File: config.mk
export PLATFORM = sky130hd
export DESIGN_NAME = multi_timer_bank
export DESIGN_NICKNAME = d
export VERILOG_FILES = /design/src/rtl/multi_timer_bank.sv
export SDC_FILE = /design/constraint.sdc
export NUM_CORES = 1
export LEC_CHECK = 0
export BUFFER_PORTS_ARGS = -buffer_cell sky130_fd_sc_hd__buf_2
export CAP_MARGIN = 10
export CORE_ASPECT_RATIO = 0.9
export CORE_MARGIN = 3
export CORE_UTILIZATION = 45
export CTS_CLUSTER_SIZE = 30
export DETAILED_ROUTE_END_ITERATION = 10
export PLACE_DENSITY = 0.59
export SLEW_MARGIN = 20
export SYNTH_ARGS = -nofsm -noshare
export SYNTH_HDL_FRONTEND = slang
export SYNTH_SLANG_ARGS = --single-unit
File: constraint.sdc
create_clock -name clk -period 4.6 [get_ports clk]
set_input_delay 0.92 -clock clk [delete_from_list [all_inputs] [get_ports clk]]
set_output_delay 0.92 -clock clk [all_outputs]
set_load 0.01 [all_outputs]
File: src/rtl/multi_timer_bank.sv
// multi_timer_bank: NUM_CH independent stopwatch/countdown channels sharing one
// command port, with the selected channel's value, blink and lap registered out.
// Optional lap capture is built only when the macro LAP_CAPTURE_EN is defined.

// One stopwatch/timer channel: FSM, prescaler, mm:ss value, blink phase, lap.
module mtb_channel #(
  parameter int TICKS_PER_SEC = 1000
) (
  input  logic       clk,
  input  logic       rst,
  input  logic       tick,
  input  logic       mode,        // 1 = stopwatch, 0 = timer
  input  logic       cmd_reset,   // commands arrive already selected and prioritized
  input  logic       cmd_stop,
  input  logic       cmd_start,
  input  logic       cmd_inc_min,
  input  logic       cmd_inc_sec,
  input  logic       cmd_lap,
  output logic [5:0] min_val,
  output logic [5:0] sec_val,
  output logic       run,
  output logic       exp,
  output logic       phase,
  output logic [5:0] lap_m,
  output logic [5:0] lap_s,
  output logic       lap_v
);
  localparam int PW = $clog2(TICKS_PER_SEC);

  typedef enum logic [1:0] {IDLE, RUN, PAUSE, EXPD} state_t;
  state_t state, nxt;

  logic [PW-1:0] presc;
  logic [5:0]    step_min, step_sec;
  logic          mode_q, mode_vld;

  // A mode flip is only meaningful once a mode has been sampled after reset.
  logic mode_chg, timer, at_zero, tick_end, half_end, step, expiring, can_start, can_inc;
  assign mode_chg  = mode_vld && (mode != mode_q);
  assign timer     = ~mode;
  assign at_zero   = (min_val == 6'd0) && (sec_val == 6'd0);
  assign tick_end  = tick && (presc == PW'(TICKS_PER_SEC - 1));
  assign half_end  = tick && (presc == PW'(TICKS_PER_SEC / 2 - 1));
  assign step      = (state == RUN) && tick_end;
  assign expiring  = step && timer && (min_val == 6'd0) && (sec_val == 6'd1);
  assign can_start = !(timer && at_zero);
  assign can_inc   = timer && ((state == IDLE) || (state == PAUSE));

  // Track the last sampled mode to detect a switch change.
  always_ff @(posedge clk or posedge rst) begin
    if (rst) begin
      mode_q   <= 1'b0;
      mode_vld <= 1'b0;
    end else begin
      mode_q   <= mode;
      mode_vld <= 1'b1;
    end
  end

  // FSM state register.
  always_ff @(posedge clk or posedge rst) begin
    if (rst) state <= IDLE;
    else     state <= nxt;
  end

  // FSM next state; expiry beats a same-cycle stop since the value already hit zero.
  always_comb begin
    nxt = state;
    if (mode_chg || cmd_reset) nxt = IDLE;
    else begin
      case (state)
        IDLE, PAUSE: if (cmd_start && can_start) nxt = RUN;
        RUN: begin
          if (expiring)      nxt = EXPD;
          else if (cmd_stop) nxt = PAUSE;
        end
        default: ;
      endcase
    end
  end

  // FSM outputs.
  always_comb begin
    run = (state == RUN);
    exp = (state == EXPD);
  end

  // One-second step: stopwatch saturates at 59:59, timer borrows from minutes.
  always_comb begin
    step_min = min_val;
    step_sec = sec_val;
    if (mode) begin
      if (!((min_val == 6'd59) && (sec_val == 6'd59))) begin
        if (sec_val == 6'd59) begin
          step_sec = 6'd0;
          step_min = min_val + 6'd1;
        end else step_sec = sec_val + 6'd1;
      end
    end else begin
      if (sec_val == 6'd0) begin
        step_sec = 6'd59;
        step_min = min_val - 6'd1;
      end else step_sec = sec_val - 6'd1;
    end
  end

  // Prescaler doubles as the half-second blink timer while expired.
  always_ff @(posedge clk or posedge rst) begin
    if (rst) presc <= '0;
    else if (nxt == IDLE) presc <= '0;
    else if (tick && (state == RUN))  presc <= tick_end ? '0 : presc + 1'b1;
    else if (tick && (state == EXPD)) presc <= half_end ? '0 : presc + 1'b1;
  end

  // Channel value: clear, count step, or front-panel field increments.
  always_ff @(posedge clk or posedge rst) begin
    if (rst) begin
      min_val <= 6'd0;
      sec_val <= 6'd0;
    end else if (mode_chg || cmd_reset) begin
      min_val <= 6'd0;
      sec_val <= 6'd0;
    end else if (step) begin
      min_val <= step_min;
      sec_val <= step_sec;
    end else if (cmd_inc_min && can_inc) begin
      min_val <= (min_val == 6'd59) ? 6'd0 : min_val + 6'd1;
    end else if (cmd_inc_sec && can_inc) begin
      sec_val <= (sec_val == 6'd59) ? 6'd0 : sec_val + 6'd1;
    end
  end

  // Blink phase: high on expiry entry, toggles each half second, cleared on exit.
  always_ff @(posedge clk or posedge rst) begin
    if (rst)                 phase <= 1'b0;
    else if (nxt != EXPD)    phase <= 1'b0;
    else if (state != EXPD)  phase <= 1'b1;
    else if (half_end)       phase <= ~phase;
  end

`ifdef LAP_CAPTURE_EN
  // Lap snapshot of a running stopwatch, taken before any same-cycle step.
  always_ff @(posedge clk or posedge rst) begin
    if (rst) begin
      lap_m <= 6'd0;
      lap_s <= 6'd0;
      lap_v <= 1'b0;
    end else if (mode_chg || cmd_reset) begin
      lap_m <= 6'd0;
      lap_s <= 6'd0;
      lap_v <= 1'b0;
    end else if (cmd_lap && (state == RUN) && mode) begin
      lap_m <= min_val;
      lap_s <= sec_val;
      lap_v <= 1'b1;
    end
  end
`else
  logic unused_lap;
  assign unused_lap = cmd_lap;
  assign lap_m = 6'd0;
  assign lap_s = 6'd0;
  assign lap_v = 1'b0;
`endif
endmodule

// Top: command prioritization, channel array, registered view of ch_sel.
module multi_timer_bank #(
  parameter int NUM_CH        = 4,
  parameter int TICKS_PER_SEC = 1000
) (
  input  logic                      clk,
  input  logic                      rst,
  input  logic                      tick_1khz,
  input  logic [$clog2(NUM_CH)-1:0] ch_sel,
  input  logic [NUM_CH-1:0]         mode_sw,
  input  logic                      start,
  input  logic                      stop,
  input  logic                      reset,
  input  logic                      inc_min,
  input  logic                      inc_sec,
  input  logic                      lap,
  output logic [5:0]                minutes,
  output logic [5:0]                seconds,
  output logic [NUM_CH-1:0]         running,
  output logic [NUM_CH-1:0]         expired,
  output logic                      blink,
  output logic [5:0]                lap_min,
  output logic [5:0]                lap_sec,
  output logic                      lap_valid
);
  localparam int SW = $clog2(NUM_CH);

  logic [NUM_CH-1:0][5:0] ch_min, ch_sec, ch_lm, ch_ls;
  logic [NUM_CH-1:0]      ch_phase, ch_lv;
  logic [5:0]             sel_min, sel_sec, sel_lm, sel_ls;
  logic                   sel_blink, sel_lv;

  // Only the highest-priority command of a cycle survives.
  logic do_reset, do_stop, do_start, do_imin, do_isec, do_lap;
  assign do_reset = reset;
  assign do_stop  = stop    & ~reset;
  assign do_start = start   & ~(reset | stop);
  assign do_imin  = inc_min & ~(reset | stop | start);
  assign do_isec  = inc_sec & ~(reset | stop | start | inc_min);
  assign do_lap   = lap     & ~(reset | stop | start | inc_min | inc_sec);

  for (genvar g = 0; g < NUM_CH; g++) begin : g_ch
    logic sel;
    assign sel = (ch_sel == SW'(g));
    mtb_channel #(.TICKS_PER_SEC(TICKS_PER_SEC)) u_ch (
      .clk        (clk),
      .rst        (rst),
      .tick       (tick_1khz),
      .mode       (mode_sw[g]),
      .cmd_reset  (sel & do_reset),
      .cmd_stop   (sel & do_stop),
      .cmd_start  (sel & do_start),
      .cmd_inc_min(sel & do_imin),
      .cmd_inc_sec(sel & do_isec),
      .cmd_lap    (sel & do_lap),
      .min_val    (ch_min[g]),
      .sec_val    (ch_sec[g]),
      .run        (running[g]),
      .exp        (expired[g]),
      .phase      (ch_phase[g]),
      .lap_m      (ch_lm[g]),
      .lap_s      (ch_ls[g]),
      .lap_v      (ch_lv[g])
    );
  end

  // Select the addressed channel; out-of-range selects read as zero.
  always_comb begin
    sel_min   = 6'd0;
    sel_sec   = 6'd0;
    sel_lm    = 6'd0;
    sel_ls    = 6'd0;
    sel_blink = 1'b0;
    sel_lv    = 1'b0;
    for (int i = 0; i < NUM_CH; i++) begin
      if (ch_sel == SW'(i)) begin
        sel_min   = ch_min[i];
        sel_sec   = ch_sec[i];
        sel_lm    = ch_lm[i];
        sel_ls    = ch_ls[i];
        sel_blink = ch_phase[i] & expired[i];
        sel_lv    = ch_lv[i];
      end
    end
  end

  // Registered display outputs, one clk behind value or ch_sel changes.
  always_ff @(posedge clk or posedge rst) begin
    if (rst) begin
      minutes   <= 6'd0;
      seconds   <= 6'd0;
      blink     <= 1'b0;
      lap_min   <= 6'd0;
      lap_sec   <= 6'd0;
      lap_valid <= 1'b0;
    end else begin
      minutes   <= sel_min;
      seconds   <= sel_sec;
      blink     <= sel_blink;
      lap_min   <= sel_lm;
      lap_sec   <= sel_ls;
      lap_valid <= sel_lv;
    end
  end
endmodule

==> metrics.yaml <==
synth:
  syn_area_per_cell_um2: 8.67
  yosys-top-cells-count: "118 x dfrtp_1, 118 x nor2_1, 92 x nand2_1"
  ys_types: 83
  ys_seq_area_share_pct: 34.9
  synth_ff_type: "dfrtp_1"
  async_flop_share_pct: 100
  synth.area.top_cells: "dfrtp_1 35%, nor2_1 5.2%, ha_1 4.7%"
  synth-edff-count: 0
  ys.warnings.count: 0
  syn-cell-area_um2: 8450
  yosys.area.top_type: "dfrtp_1"
  syn_inst: 975
  yosys.area.top_type_share_pct: 34.9
  synth_seq_cells: 118
worst_setup_path:
  reg2reg_depth: 7
  cp-start-kind: "input port"
  arrival_ps: 3200
  crit_required_ps: 4900
  critical_path.startpoint: "tick_1khz"
  path_class: "in -> reg"
  cp_max_fo: 17
  r2r_start: "g_ch[1].u_ch.presc[0]$_DFFE_PP0P_"
  crit_path_end_kind: "flop"
timing:
  finalCriticalPeriod_ps: 2900
  post-route-period-util_pct: 63.0
  setup-violations-final: 0
  drv_slew: 0
  worst_slack_ps: 1700
  setup_tns_ps: 0
  max_freq_mhz: 345
  slew_headroom_pct: 36.7
  hold_viol: 0
  rsz0062_at_grt: "false"
  tightest_slew_ps: 950
  skew_ps: 9.08
place:
  pre_cts_slack_ps: 1250
  io_buffers: 34
  dp_hpwl_um: 15600
  gp_congestion: 0.855
  dp_cells: 1199
  dpl_cell_area_um2: 8670
cts:
  numCtsBuffers: 17
  clkSinkCount: 118
  post_cts_resize_count: 0
  clockRootBuffer: "clkbuf_16"
  clockBufferDepth: 2
  postCtsSetupRepairBufs: 0
  cts_tree: "yes"
  clock_latency_ps: 430
  clkTransAtPathRegs_ps: 60
  cts_hold_buf: 0
  htree_levels: 4
power:
  power.leakage_uw: 0.00386
  p_sw_share_pct: 31.1
  p_comb_share_pct: 18.0
  power_frac_seq_pct: 39.7
  power_switching_uw: 975
  clockPowerShare_pct: 42.4
  powerDensity_nw_per_um2: 338
  irDropWorstVdd_v: 0.000264
  p_int_uw: 2160
die:
  die_w_um: 150
  start_util_pct: 46.9
  die_area_um2: 20500
  rows: 46
  core_um2: 18000
  io_pins: 49
  fp.dieH_um: 136
final_layout:
  diodes: 0
  final_area_um2: 9290
  final_cells: 1232
  drive_gt1_share_pct: 12.1
  area_delta_synth_final_pct: 9.86
  nets: 1026
grt:
  grt_max_degree: 79
  grt_pass1_wl_um: 35800
  overflow: 0
  grt_use_total_pct: 22.0
  antenna_found_initial: 0
  grt_pass1_vias: 6827
min_path:
  hold_path.class: "in -> async"
drt:
  firstDrtPassIters: 6
  first_iter_violations: 445
  wl_um: 21700
  route.detailed.drc: 0
  vias_per_cell: 5.87
  wl_per_cell_um: 17.6
  dr_total_vias: 7235
  ant_nets: 0
run:
  drv_cap: 0
status:
  outcome: "finished clean"
==> power by group through the flow <==
stage | clock network, uW | logic (uW) | registers [uW]
after CTS | 1350 | 561 | 1240
after detailed placement | 0 | 559 | 1260
after global routing | 1400 | 634 | 1260
after floorplan | 0 | 483 | 1180
after global placement | 0 | 553 | 1260
final | 1330 | 564 | 1250
==> worst max-delay path, stage by stage <==
cell	delay [ps]
buf_2	360
nand4_2	270
or3_1	540
nor3_1	310
a211o_1	360
o21ai_0	140
a32o_1	280
==> cells by family (layout without fill, tap and decap cells) <==
group | after synthesis | count (layout) | synth area share (%)
muxes | 17 | 17 | 3.82
AOI/OAI and AO/OA | 208 | 208 | 17.5
other | 2 | 14 | 0.0888
adders and majority gates | 32 | 32 | 4.74
xor gates and xnor gates | 63 | 63 | 6.53
DFF | 118 | 118 | 34.9
buffers and inverters | 102 | 107 | 5.99
and+or+nand+nor | 433 | 433 | 26.4
==> flip-flops by register name (all words and copies together) (netlist names) <==
name / count
blink: 1
g_ch.u_ch.min_val: 24
g_ch.u_ch.mode_q: 4
g_ch.u_ch.mode_vld: 1
g_ch.u_ch.phase: 4
g_ch.u_ch.presc: 40
g_ch.u_ch.sec_val: 24
g_ch.u_ch.state: 8
minutes: 6
seconds: 6
==> placed cells by master (no fill, tap or decap), types with 6 or more instances in the layout <==
cell       instances
nor2_1           118
dfrtp_1          118
nand2_1           92
nand3_1           51
nor3_1            40
a21oi_1           40
o21ai_0           37
buf_2             34
xnor2_1           32
ha_1              32
xor2_1            31
inv_1             27
clkbuf_16         17
o31ai_1           15
nand4_1           14
and2_1            14
conb_1            14
mux4_2            12
buf_4             12
nor2b_1           11
a31oi_1           11
nand2b_1          10
a22oi_1           10
and3_1            10
nand3b_1           9
o211ai_1           9
a21o_1             9
a211oi_1           8
nand4b_1           7
nor4_1             7
a22o_1             6
or2_2              6
or3_1              6
a32o_1             6
a311oi_1           6
nor3b_1            6
==> final timing paths <==
path                                                  endpoint  slack [ps]
max in group asynchronous      g_ch[2].u_ch.state[0]$_DFF_PP0_        3200
hold reg to reg              g_ch[3].u_ch.presc[1]$_DFFE_PP0P_         550
setup / recovery           g_ch[1].u_ch.min_val[2]$_DFFE_PP0P_        1700
setup reg to reg           g_ch[1].u_ch.min_val[2]$_DFFE_PP0P_        2020
hold / removal               g_ch[1].u_ch.presc[1]$_DFFE_PP0P_         450
min in group clk             g_ch[3].u_ch.presc[1]$_DFFE_PP0P_         550
==> stage by stage <==
step	util [%]	power [uW]	hold WS (ps)
after floorplan	-	1670	511
after global placement	48.1	1820	532
after detailed placement	48.1	1820	549
after CTS	51.4	3160	558
after global routing	51.6	3300	471
final	51.6	3140	451
==> area by class of cell <==
cell class | count | area [um^2]
inverters | 28 | 108
multi-input cells | 767 | 5050
flip-flops and latches | 118 | 2950
clock inverters | 11 | 126
repair buffers | 47 | 288
fillers | 1720 | 8730
well taps | 240 | 300
clock buffers | 21 | 460
==> metal layers <==
metal / global-route usage (%) / wire (um)
met1: 30.7 / 10400
met2: 35.3 / 10000
met3: 3.47 / 918
met4: 6.55 / 356
met5: 0 / 0
Note: power is estimated with default switching activity, not from simulation.
